===== src/rtl/prog_loader.sv =====
// Program loader: accepts a framed byte stream [count][4*N bytes LE][xor] and writes
// 32-bit words into program memory while holding the CPU.
module prog_loader #(
  parameter int ADDR_W  = 8,
  parameter int TIMEOUT = 2500000
) (
  input  logic              clk,
  input  logic              rst,
  input  logic              start,
  input  logic [ADDR_W-1:0] base_addr,
  input  logic [7:0]        byte_data,
  input  logic              byte_valid,
  output logic              byte_ready,
  output logic [ADDR_W-1:0] prog_addr,
  output logic [31:0]       prog_data,
  output logic              prog_wren,
  output logic              cpu_hold,
  output logic              done,
  output logic              err,
  output logic [ADDR_W:0]   words_loaded
);

  localparam int TW = $clog2(TIMEOUT + 1);

  // Byte handshake: a byte moves on any rising edge where byte_valid && byte_ready.
  // byte_ready depends only on the registered state, never on byte_valid.
  typedef enum logic [2:0] {
    S_IDLE, S_HDR, S_DATA, S_WRITE, S_CSUM, S_DONE, S_ERR
  } state_t;

  state_t            state_q, state_d;
  logic [ADDR_W-1:0] addr_q, addr_d;
  logic [ADDR_W:0]   count_q, count_d;
  logic [ADDR_W:0]   words_q, words_d;
  logic [31:0]       word_q, word_d;
  logic [1:0]        idx_q, idx_d;
  logic [7:0]        csum_q, csum_d;
  logic [TW-1:0]     timer_q, timer_d;
  logic [ADDR_W-1:0] prog_addr_q, prog_addr_d;
  logic [31:0]       prog_data_q, prog_data_d;

  logic              xfer;
  logic [TW-1:0]     timer_inc;
  logic              timeout_hit;
  logic [ADDR_W:0]   words_inc;
  logic [31:0]       word_next;

  always_ff @(posedge clk) begin
    if (rst) begin
      state_q     <= S_IDLE;
      addr_q      <= '0;
      count_q     <= '0;
      words_q     <= '0;
      word_q      <= '0;
      idx_q       <= '0;
      csum_q      <= '0;
      timer_q     <= '0;
      prog_addr_q <= '0;
      prog_data_q <= '0;
    end else begin
      state_q     <= state_d;
      addr_q      <= addr_d;
      count_q     <= count_d;
      words_q     <= words_d;
      word_q      <= word_d;
      idx_q       <= idx_d;
      csum_q      <= csum_d;
      timer_q     <= timer_d;
      prog_addr_q <= prog_addr_d;
      prog_data_q <= prog_data_d;
    end
  end

  always_comb begin
    state_d     = state_q;
    addr_d      = addr_q;
    count_d     = count_q;
    words_d     = words_q;
    word_d      = word_q;
    idx_d       = idx_q;
    csum_d      = csum_q;
    timer_d     = timer_q;
    prog_addr_d = prog_addr_q;
    prog_data_d = prog_data_q;

    byte_ready  = (state_q == S_HDR) || (state_q == S_DATA) || (state_q == S_CSUM);
    xfer        = byte_valid && byte_ready;
    timer_inc   = timer_q + 1'b1;
    timeout_hit = (timer_inc == TW'(TIMEOUT));
    words_inc   = words_q + 1'b1;

    word_next = word_q;
    case (idx_q)
      2'd0:    word_next[7:0]   = byte_data;
      2'd1:    word_next[15:8]  = byte_data;
      2'd2:    word_next[23:16] = byte_data;
      default: word_next[31:24] = byte_data;
    endcase

    case (state_q)
      S_IDLE, S_DONE, S_ERR: begin
        if (start) begin
          state_d = S_HDR;
          words_d = '0;
          csum_d  = '0;
          addr_d  = base_addr;
          idx_d   = '0;
          timer_d = '0;
        end
      end
      S_HDR: begin
        if (xfer) begin
          // A zero count means a full sweep of the address space.
          count_d = (byte_data == 8'd0) ? {1'b1, {ADDR_W{1'b0}}} : (ADDR_W+1)'(byte_data);
          csum_d  = csum_q ^ byte_data;
          timer_d = '0;
          state_d = S_DATA;
        end else if (timeout_hit) begin
          state_d = S_ERR;
        end else begin
          timer_d = timer_inc;
        end
      end
      S_DATA: begin
        if (xfer) begin
          word_d  = word_next;
          csum_d  = csum_q ^ byte_data;
          timer_d = '0;
          idx_d   = idx_q + 1'b1;
          if (idx_q == 2'd3) begin
            state_d     = S_WRITE;
            prog_addr_d = addr_q;
            prog_data_d = word_next;
          end
        end else if (timeout_hit) begin
          state_d = S_ERR;
        end else begin
          timer_d = timer_inc;
        end
      end
      S_WRITE: begin
        addr_d  = addr_q + 1'b1;
        words_d = words_inc;
        state_d = (words_inc == count_q) ? S_CSUM : S_DATA;
      end
      S_CSUM: begin
        if (xfer) begin
          timer_d = '0;
          state_d = (byte_data == csum_q) ? S_DONE : S_ERR;
        end else if (timeout_hit) begin
          state_d = S_ERR;
        end else begin
          timer_d = timer_inc;
        end
      end
      default: state_d = S_IDLE;
    endcase
  end

  assign prog_addr    = prog_addr_q;
  assign prog_data    = prog_data_q;
  assign prog_wren    = (state_q == S_WRITE);
  assign cpu_hold     = (state_q == S_HDR) || (state_q == S_DATA) ||
                        (state_q == S_WRITE) || (state_q == S_CSUM);
  assign done         = (state_q == S_DONE);
  assign err          = (state_q == S_ERR);
  assign words_loaded = words_q;

endmodule


===== config.mk =====
export PLATFORM = sky130hd
export DESIGN_NAME = prog_loader
export DESIGN_NICKNAME = d
export VERILOG_FILES = /design/src/rtl/prog_loader.sv
export SDC_FILE = /design/constraint.sdc
export NUM_CORES = 1
export LEC_CHECK = 0
export BUFFER_PORTS_ARGS = -buffer_cell sky130_fd_sc_hd__buf_2
export CORE_UTILIZATION = 40
export CTS_BUF_LIST = sky130_fd_sc_hd__clkbuf_8
export DETAILED_ROUTE_END_ITERATION = 6
export PLACE_DENSITY = 0.56
export SLEW_MARGIN = 10
export SYNTH_ARGS = -nofsm -noshare
export SYNTH_HDL_FRONTEND = slang
export SYNTH_SLANG_ARGS = --single-unit

===== constraint.sdc =====
create_clock -name clk -period 3.6 [get_ports clk]
set_input_delay 0.72 -clock clk [delete_from_list [all_inputs] [get_ports clk]]
set_output_delay 0.72 -clock clk [all_outputs]
set_load 0.005 [all_outputs]

# Yosys cells after proc, flatten, opt, wreduce, memory -nomap -nowiden
# Index checks and enable logic that the tools add are counted.
dict set report word_totals {
  ff_bits 133
  out_inout_bits 54
}
dict set report op_classes {
  add_sub_neg 4
  eq_ne 17
  mux 28
  bitwise 1
  n_reduce_logical 24
}
# cell count
set op_table {}
lappend op_table {{22-bit two-way mux} 3}
lappend op_table {{8-bit two-way mux} 7}
lappend op_table {{22-bit one-hot mux with 2 select lines} 1}
lappend op_table {{8-bit one-hot mux with 2 select lines} 2}
lappend op_table {{22-bit by 1-bit adder with 22-bit output, second input constant} 1}
lappend op_table {{22-bit equality test, second input constant} 1}
lappend op_table {{3-bit two-way mux} 7}
lappend op_table {{9-bit two-way mux} 2}
lappend op_table {{9-bit one-hot mux with 2 select lines} 1}
lappend op_table {{3-bit one-hot mux with 5 select lines} 1}
lappend op_table {{3-bit AND reduction} 4}
lappend op_table {{9-bit by 1-bit adder with 9-bit output, second input constant} 1}
lappend op_table {{3-bit equality test, second input constant} 3}
lappend op_table {{9-bit equality test} 1}
lappend op_table {{3-bit OR reduction} 3}
lappend op_table {{8-bit by 1-bit adder with 8-bit output, second input constant} 1}
lappend op_table {{8-bit equality test} 1}
lappend op_table {{8-bit zero test} 1}
lappend op_table {{2-bit AND reduction} 4}
lappend op_table {{2-bit nonzero test} 4}
lappend op_table {{8-bit XOR} 1}
lappend op_table {{3-bit by 2-bit equality test with 1-bit output, second input constant} 2}
lappend op_table {{2-bit two-way mux} 3}
lappend op_table {{2-bit equality test, second input constant} 2}
lappend op_table {{other kinds (13)} 17}

# Depth between registers and ports, before layout
# Gate-level depths: netlist of run 1.
dict set report logic_depth {
  depth_word 6
  ltp_mapped 9
  ltp_nobuf 8
}

# Worst setup path after synthesis of run 1
# No wires, ideal clock.
dict set report synth_path {
  kind {register -> register}
  from {register timer_q[10]}
  to {register timer_q[5]}
  t_arrival_ns 2.250
  slack_ns 1.213
  path_stages_with_launch 10
  n_path_buf 2
  synth_period_minus_slack_ns 2.387
  path_cell_list {dfxtp_1 > buf_2 > nand4_4 > or4_4 > o21ai_1 > o211ai_2 > nor4_4 > buf_6 > mux2i_1 > o221ai_1}
}
dict set report synth_via {
  elab_chain_len 4
}
# element line_no
set synth_rtl {}
lappend synth_rtl {{from (decl)} 38} ;# logic [TW-1:0] timer_q, timer_d;
lappend synth_rtl {{from (signal assigned)} 68} ;# timer_q <= timer_d;
lappend synth_rtl {{22-bit by 1-bit adder with 22-bit output} 88} ;# timer_inc = timer_q + 1'b1;
lappend synth_rtl {{22-bit equality test} 89} ;# timeout_hit = (timer_inc == TW'(TIMEOUT));
lappend synth_rtl {{3-bit inequality test (no line)} -}
lappend synth_rtl {{3-bit AND reduction (no line)} -}
# No other way between the ends.
# A chain may end at the register's enable or synchronous reset.

# Worst setup path after layout of run 1
dict set report layout_path {
  from {register state_q[2]}
  to {output cpu_hold}
}
dict set report layout_via {
  elab_chain_len 4
}
# element line_no
set layout_rtl {}
lappend layout_rtl {{from (decl)} 31} ;# state_t state_q, state_d;
lappend layout_rtl {{from (signal assigned)} 61} ;# state_q <= state_d;
lappend layout_rtl {{3-bit by 1-bit equality test with 1-bit output or 3-bit by 2-bit equality test with 1-bit output (tied branches)} 163} ;# assign cpu_hold = (state_q == S_HDR) || (state_q == S_DATA) ||
lappend layout_rtl {{1-bit logical OR (2 in a row)} 163}
lappend layout_rtl {{1-bit logical OR *} 164} ;# (state_q == S_WRITE) || (state_q == S_CSUM);
lappend layout_rtl {{to (decl)} 17} ;# output logic cpu_hold,
# Mark *: on every way between the ends. The rest lies on a longest branch, timed or not.

==> results of run 1 <==
registers in the layout, summed over array words and instances (netlist names):
register,flops
addr_q,8
state_q,3
count_q,9
words_loaded,9
timer_q,22
word_q,24
prog_addr,8
prog_data,32
idx_q,2
csum_q,8
path summary, 6_finish.rpt:
check / start / endpoint / cells past startpoint
worst min-delay path: prog_data[26] / prog_data[26] / 2
worst min register to register: prog_data[26] / prog_data[26] / 2
worst max register to register: timer_q[0] / timer_q[6] / 8
worst max-delay path: state_q[2] / cpu_hold / 6
cells in the final DEF (no fill, tap or decap), types with 6 or more instances in the layout:
cell / count
sky130_fd_sc_hd__nor3_1: 16
sky130_fd_sc_hd__dfxtp_1: 125
sky130_fd_sc_hd__o21ai_1: 9
sky130_fd_sc_hd__o21ai_0: 35
sky130_fd_sc_hd__xnor2_1: 12
sky130_fd_sc_hd__nand3_1: 54
sky130_fd_sc_hd__xor2_1: 6
sky130_fd_sc_hd__buf_2: 72
sky130_fd_sc_hd__ha_1: 7
sky130_fd_sc_hd__or3_1: 6
sky130_fd_sc_hd__nor2b_1: 10
sky130_fd_sc_hd__a211oi_1: 27
sky130_fd_sc_hd__nand2_1: 132
sky130_fd_sc_hd__clkbuf_8: 17
sky130_fd_sc_hd__buf_4: 7
sky130_fd_sc_hd__nand2b_1: 6
sky130_fd_sc_hd__nor2_1: 72
sky130_fd_sc_hd__nor4_1: 14
sky130_fd_sc_hd__a21oi_1: 90
sky130_fd_sc_hd__mux2i_1: 29
sky130_fd_sc_hd__a31oi_1: 8
sky130_fd_sc_hd__nand4_1: 10
sky130_fd_sc_hd__inv_1: 14
synth_stat cells (3+ instances only):
library cell and instances:
sky130_fd_sc_hd__nand2_1 132, sky130_fd_sc_hd__dfxtp_1 125, sky130_fd_sc_hd__a21oi_1 90, sky130_fd_sc_hd__nor2_1 72
sky130_fd_sc_hd__clkbuf_1 55, sky130_fd_sc_hd__nand3_1 54, sky130_fd_sc_hd__o21ai_0 35, sky130_fd_sc_hd__mux2i_1 29
sky130_fd_sc_hd__a211oi_1 27, sky130_fd_sc_hd__nor3_1 16, sky130_fd_sc_hd__inv_1 14, sky130_fd_sc_hd__nor4_1 14
sky130_fd_sc_hd__xnor2_1 12, sky130_fd_sc_hd__nand4_1 10, sky130_fd_sc_hd__nor2b_1 10, sky130_fd_sc_hd__o21ai_1 9
sky130_fd_sc_hd__a31oi_1 8, sky130_fd_sc_hd__ha_1 7, sky130_fd_sc_hd__and3_1 6, sky130_fd_sc_hd__buf_1 6
sky130_fd_sc_hd__nand2b_1 6, sky130_fd_sc_hd__or3_1 6, sky130_fd_sc_hd__xor2_1 6, sky130_fd_sc_hd__o21a_1 5
sky130_fd_sc_hd__o41ai_2 5, sky130_fd_sc_hd__or2_2 5, sky130_fd_sc_hd__a22oi_1 4, sky130_fd_sc_hd__buf_2 4
sky130_fd_sc_hd__a311oi_1 3, sky130_fd_sc_hd__and4_1 3, sky130_fd_sc_hd__nand3b_1 3, sky130_fd_sc_hd__o22ai_1 3
layer usage:
metal	up-vias	track usage	part of all wire
li1	3010	-	-
met3	32	0.0503	0.057
met5	-	0	0.00075
met4	2	0.0872	0.021
met1	2845	0.287	0.46
met2	179	0.348	0.46
through the flow:
step / instances / util
CTS: 1082 / 0.470
finish: 1083 / 0.470
global placement: 1050 / 0.443
detailed placement: 1050 / 0.443
global route: 1082 / 0.470
floorplan: 826 / -
tightest hold or removal path, stage by stage, from the launching register on:
cell,delay [ns]
sky130_fd_sc_hd__dfxtp_1,0.31
sky130_fd_sc_hd__nand2_1,0.05
sky130_fd_sc_hd__a21oi_1,0.05
layout make-up:
cell class,count,area [um^2],area share
antenna,1,2.50,0.000347
clock inverter,15,180,0.0249
multi-input combinational,621,3570,0.495
inverter,14,52.6,0.00728
timing repair buffer,79,413,0.0572
sequential,125,2500,0.347
clock buffer,17,234,0.0324
tap,211,264,0.0366
cells by family after synthesis:
group,count (synthesis),synth area share
AO/OA/AOI/OAI,208,0.202
XOR/XNOR,18,0.0247
adder cells (fa/ha/maj),7,0.0137
buffers and inverters,80,0.0490
flip-flops,125,0.392
multiplexers,29,0.0454
AND/OR/NAND/NOR,359,0.273
power by group through the flow:
stage / clock network, mW / registers, mW / logic, mW
after floorplan: 0 / 1.45 / 0.197
after global placement: 0 / 1.47 / 0.262
after detailed placement: 0 / 1.47 / 0.269
after CTS: 1.32 / 1.44 / 0.269
after global routing: 1.39 / 1.44 / 0.302
final: 1.29 / 1.44 / 0.271
==> results by stage, run 1 <==
Run status:
- The run finished with clean final reports.

Clocking:
- The worst-skew pair later-pin latency is 0.46 ns.
- Gates resized during post-CTS repair numbered 0.
- Post-CTS timing repair inserted 0 buffers for setup.
- The clock tree synthesis step divided the H-tree into 4 levels.
- The number of buffers on the longest clock path is 2.
- The cell sitting at the root of the clock tree is a sky130_fd_sc_hd__clkbuf_8.
- The total clock buffers created by CTS is 17.
- The TritonCTS sink count is 125.
- TritonCTS built the clock tree.
- The number of hold buffers added after CTS was 0.
- The clock transition at the registers of the reported paths is 0.08 ns.

Critical path:
- The worst setup path is of the flop to output pin kind.
- Data on the critical path arrives at its endpoint at 2.49 ns.
- The critical path contains buffers and inverters numbering 4 combined.
- Across all register-to-register paths, the minimum setup slack is 0.71 ns.
- The type of element capturing the critical path is an output pin.
- The critical-path maximum fanout is 20.
- The required arrival time at the worst endpoint is 2.88 ns.
- Among all stages on the critical path, the largest delay is contributed by sky130_fd_sc_hd__dfxtp_1.
- The startpoint class of the critical path is a flop.
- For this run, the slowest stage of the critical path takes 0.63 ns.
- The family with the most delay on the worst path is buffers and inverters.
- By instance count, the cell type seen most on the critical path is sky130_fd_sc_hd__inv_1.
- The critical path goes through inv_1 -> nand3_1 -> buf_4 -> inv_1 -> or2_2 -> buf_2.

Power:
- For this design the static power due to leakage is 2.59 nW.
- Summed over all nets, the switching power comes to 0.873 mW.
- Power comes to 3.00 mW.
- The proportion of power drawn by the clock network is 0.430.
- The largest voltage drop on the vdd net is 0.210 mV.
- Dividing total power by cell area gives a power density of 416 nW/um^2.
- The share of total power dissipated in combinational logic is 0.090.
- The internal power contribution is 2.13 mW.
- The share of total power consumed by net switching is 0.291.
- Of the total power, registers draw 0.480.

Yosys:
- After synthesis, the netlist uses 64 different library cells.
- The number of warnings reported in the yosys synthesis log is 0.
- For this run, the register share of the synthesized area comes to 0.392.
- The number of nets handed over by synthesis was 853.
- Counting flops with a built-in enable in the synthesized netlist gives 0.
- Summing every instance area after synthesis gives 6390 um^2.
- Of the post-synthesis cell area, the dominant cell type holds 0.392.
- In this run, synthesis produced a sequential element count of 125.
- The synthesized area divided by synthesized cell count is 7.73 um^2.
- After synthesis, the cell types taking the most area are sky130_fd_sc_hd__dfxtp_1, sky130_fd_sc_hd__nand2_1, sky130_fd_sc_hd__a21oi_1, sky130_fd_sc_hd__mux2i_1, sky130_fd_sc_hd__nand3_1.
- The predominant post-synthesis flop cell is sky130_fd_sc_hd__dfxtp_1.
- The dominant cell type by area after synthesis is sky130_fd_sc_hd__dfxtp_1.
- The async set-reset flop share out of synthesis is 0.
- Synthesis handed over a netlist of 826 instances.

Place:
- Detailed placement ended at an HPWL of 11.7 mm.
- Before CTS, the worst setup slack after placement is 0.821 ns.
- The number of buffers added on ports is 73.
- Routability-driven placement finished with a final weighted congestion of 0.875.
- The placed cell area is 6810 um^2.

Global route:
- The global-route wire length before repair is 28.2 mm.
- The overall global routing resource usage is 0.219.
- The maximum number of pins on one net before global-route repair is 69.
- The number of antenna violations at the first check in global routing is 2.
- The number of global-route vias before repair was 5578.
- The total overflow left after global routing is 0.

Floorplan:
- The number of rows created at floorplan is 45.
- In this run the standard cell core region covers 15400 um^2.
- The floorplan step defined a die boundary enclosing 16500 um^2.
- Measured along the x axis, the die boundary spans 128 um.
- The top-level I/O count is 74.
- The initial cell density of the core is 0.416.
- The overall die height is 128 um.

Timing:
- The final number of max-transition violations is 0.
- Counting I/O delays and the setup requirement, the final critical path takes 3.21 ns.
- Based on the critical path, the design can be clocked at up to 311 MHz.
- On the final layout, the worst hold slack is 0.452 ns.
- The final number of hold-violating endpoints is 0.
- The post-route worst setup slack is 0.390 ns.
- The transition time at the pin with the least slew margin is 0.926 ns.
- Setup repair after global routing left no endpoint under its margin.
- The number of setup violations in the final report is 0.
- The setup TNS is 0 ns.
- In this run the tightest slew margin relative to its limit is 0.379.
- Across the routed clock network, the largest skew measured is 0.00939 ns.
- The final period utilization is 0.892.

Drt:
- Before antenna repair, the detailed router went through 5 iterations.
- The count of nets left with antenna violations once routing finished came out at 0.
- After detailed routing, the number of remaining DRC violations is 0.
- The routed via count is 6068.
- The mean routed wirelength per cell is 16.0 um.
- The starting DRC count in detailed routing is 491.
- The via count normalized by instance count is 5.60.
- After detailed routing, the total wire length is 17.3 mm.

Layout:
- In the final layout, the share of cells above drive strength 1 is 0.157.
- The final net count is 885.
- Compared with the post-synthesis result, the final layout area differs by 13.1%.
- The finished cells cover 7220 um^2.
- The filler cells instantiated in the layout total 1525.

Hold path:
- In this run the worst hold path is classified as flop to flop.

Flow run:
- Across the run, the number of max-cap violations was 0.
Note: power is estimated with default switching activity, not from simulation.
==> inputs of run 2 (changes only) <==
--- a/config.mk
+++ b/config.mk
@@ -10,6 +10,7 @@
 export CTS_BUF_LIST = sky130_fd_sc_hd__clkbuf_8
 export DETAILED_ROUTE_END_ITERATION = 6
 export PLACE_DENSITY = 0.56
+export REMOVE_ABC_BUFFERS = 1
 export SLEW_MARGIN = 10
 export SYNTH_ARGS = -nofsm -noshare
 export SYNTH_HDL_FRONTEND = slang
==> results by stage, run 2 (synthesis results as in run 1) <==
Run status:
- The run finished with clean final reports.

Power:
- The total power per unit cell area is 424 nW/um^2 (+2.1%).
- The total chip power is 3.08 mW (+2.6%).
- The largest voltage drop on the vdd net is 0.240 mV (+14%).
- The leakage power is 2.60 nW (+0.70%).

Hold path:
- The destination of the worst hold path is prog_data[25].
- In this run the most critical hold path is launched from prog_data[25].
- The worst hold path belongs to the class flop to flop.
- The cell depth of the worst min-delay path is 2 (unchanged).

Clocking:
- The number of buffers on the longest clock path came to 2 (unchanged).
- The number of buffers inserted to repair setup after CTS is 0 (unchanged).
- The clock transition at the registers of the reported paths is 0.08 ns (about the same).
- TritonCTS built the clock tree.
- The count of cells resized by post-cts repair is 0 (unchanged).
- The total clock buffers created by CTS is 17 (unchanged).
- The TritonCTS sink count is 125 (unchanged).
- The total number of H-tree levels is 4 (unchanged).
- CTS placed an instance of sky130_fd_sc_hd__clkbuf_8 at the clock tree root.
- The worst-skew pair later-pin latency was 0.45 ns (about the same).
- The number of hold buffers added after CTS is 0 (unchanged).

Critical path:
- In this run the critical register-to-register path is launched from timer_q[4].
- The worst-case reg-to-reg path depth is 8 (unchanged).
- The data arrival at the endpoint of the critical path was 2.44 ns (-0.05 ns).
- The critical path in this run is classified as flop to output pin.
- The critical-path maximum fanout was 20 (unchanged).
- The end of the worst register-to-register path is timer_q[14].
- The type of element capturing the critical path is an output pin.
- The register-to-register path setup slack is 0.65 ns (-0.06 ns).
- The required arrival time at the worst endpoint is 2.88 ns (about the same).
- The startpoint class of the critical path is a flop.

Drt:
- The overall routed net length came to 16.8 mm (-2.9%).
- The starting DRC count in detailed routing came to 399 (-19%).
- The number of detailed-route iterations in the first pass is 5 (unchanged).
- The residual antenna-violating net count after detailed routing came to 0 (unchanged).
- The routed via count is 5960 (-1.8%).
- The via count normalized by instance count is 5.50 (-1.8%).
- The mean routed wirelength per cell is 15.6 um (-2.9%).
- The remaining routing DRC violations is 0 (unchanged).

Place:
- The number of buffers added on ports was 73 (unchanged).
- The placed cell area is 6810 um^2 (+0.11%).
- The final weighted congestion of routability-driven global placement is 0.886 (+1.3%).
- The detailed-placement wirelength estimate was 11.2 mm (-4.0%).

Global route:
- The number of antenna violations at the first check in global routing was 1 (-1).
- The maximum number of pins on one net before global-route repair is 65 (-5.8%).
- The overall global routing resource usage is 0.211 (-0.00736).
- The global-route wire length before repair is 27.5 mm (-2.7%).
- The overflow left after global routing is 0 (unchanged).
- The number of global-route vias before repair came to 5495 (-1.5%).

Floorplan:
- The die span in x is 128 um (unchanged).
- The number of rows created at floorplan was 45 (unchanged).
- The full die area is 16500 um^2 (unchanged).
- The overall die height is 128 um (unchanged).
- The top-level I/O count was 74 (unchanged).
- The initial cell density of the core is 0.416 (unchanged).
- The floorplan core area is 15400 um^2 (unchanged).

Timing:
- The setup TNS was 0 ns (unchanged).
- The headroom to the max-slew limit is 0.366 (-0.0126).
- The worst clock skew is 0.00919 ns (-0.000200 ns).
- The transition time at the pin with the least slew margin is 0.945 ns (+0.0188 ns).
- The final number of max-transition violations is 0 (unchanged).
- The time the final worst path needs with I/O delays and setup is 3.16 ns (-0.0510 ns).
- The final period utilization was 0.878 (-0.0142).
- Setup repair after global routing left no endpoint under its margin.
- The maximum operating frequency came to 317 MHz (+1.6%).
- The number of setup violations in the final report is 0 (unchanged).
- The final number of hold-violating endpoints is 0 (unchanged).

Layout:
- The register cell area after layout was 2500 um^2 (unchanged).
- The flip-flop count of the largest register after layout is 32 (unchanged).
- The number of fillers in the final layout is 1589 (+4.2%).
- The antenna cell count is 0 (-1).
- The top cell types in the final layout, fill and taps aside, are sky130_fd_sc_hd__nand2_1, sky130_fd_sc_hd__dfxtp_1, sky130_fd_sc_hd__a21oi_1.
- The library cell used most frequently in the layout, excluding fill and tap cells, is sky130_fd_sc_hd__nand2_1.
- The multi-input logic area is 3570 um^2 (unchanged).
- The cell area after layout is 7250 um^2 (+0.43%).
- The layout overhead on the synthesized area is 13.6%.
- The final net count came to 886 (+0.11%).
- The fraction of layout cells with a size suffix above 1 is 0.157 (-0.000180).

Flow run:
- The count of maximum capacitance violations is 0 (unchanged).
[run 2: worst max path at each step]
| stage | depth (start not counted) | slack (ns) | startpoint | end |
|---|---|---|---|---|
| detailed placement | 9 | 0.70 | timer_q[0] | timer_q[14] |
| global placement | 8 | 0.75 | timer_q[8] | timer_q[12] |
| CTS | 6 | 0.44 | state_q[2] | cpu_hold |
| finish | 6 | 0.44 | state_q[2] | cpu_hold |
| floorplan | 7 | 0.95 | timer_q[10] | timer_q[10] |
| global route | 6 | 0.30 | state_q[2] | cpu_hold |
[run 2: per-layer routing]
layer | GRT usage | routed length [um] | vias up | part of all wire
met2 | 0.336 | 7740 | 141 | 0.46
met5 | 0 | 8 | - | 0.00047
li1 | - | - | 3003 | -
met3 | 0.0478 | 964 | 13 | 0.057
met4 | 0.0678 | 139 | 2 | 0.0083
met1 | 0.284 | 7990 | 2801 | 0.47
[run 2: where the power goes]
part	switching [mW]	internal, mW
sequential	0.0312	1.41
clock	0.596	0.775
combinational	0.189	0.0829
total	0.816	2.26
[run 2: area by class of cell]
type	instances	share of cell area
Multi-Input combinational cell	621	0.493
Sequential cell	125	0.345
Timing Repair Buffer	80	0.0580
Tap cell	211	0.0364
Clock buffer	18	0.0342
Clock inverter	14	0.0266
Inverter	14	0.00725
[run 2: worst max-delay path: stages (launching register included)]
cell and delay, ns:
sky130_fd_sc_hd__dfxtp_1 0.63, sky130_fd_sc_hd__inv_1 0.25, sky130_fd_sc_hd__nand3_1 0.15, sky130_fd_sc_hd__buf_4 0.25
sky130_fd_sc_hd__inv_1 0.24, sky130_fd_sc_hd__or2_2 0.35, sky130_fd_sc_hd__buf_2 0.13
[run 2: through the flow]
| step | worst slack (ns) | instances | utilization | hold WS (ns) |
|---|---|---|---|---|
| finish | 0.441 | 1083 | 0.472 | 0.452 |
| global placement | 0.753 | 1051 | 0.443 | 0.440 |
| global route | 0.297 | 1083 | 0.472 | 0.477 |
| floorplan | 0.949 | 760 | - | 0.430 |
| detailed placement | 0.701 | 1051 | 0.443 | 0.446 |
| CTS | 0.443 | 1083 | 0.472 | 0.456 |
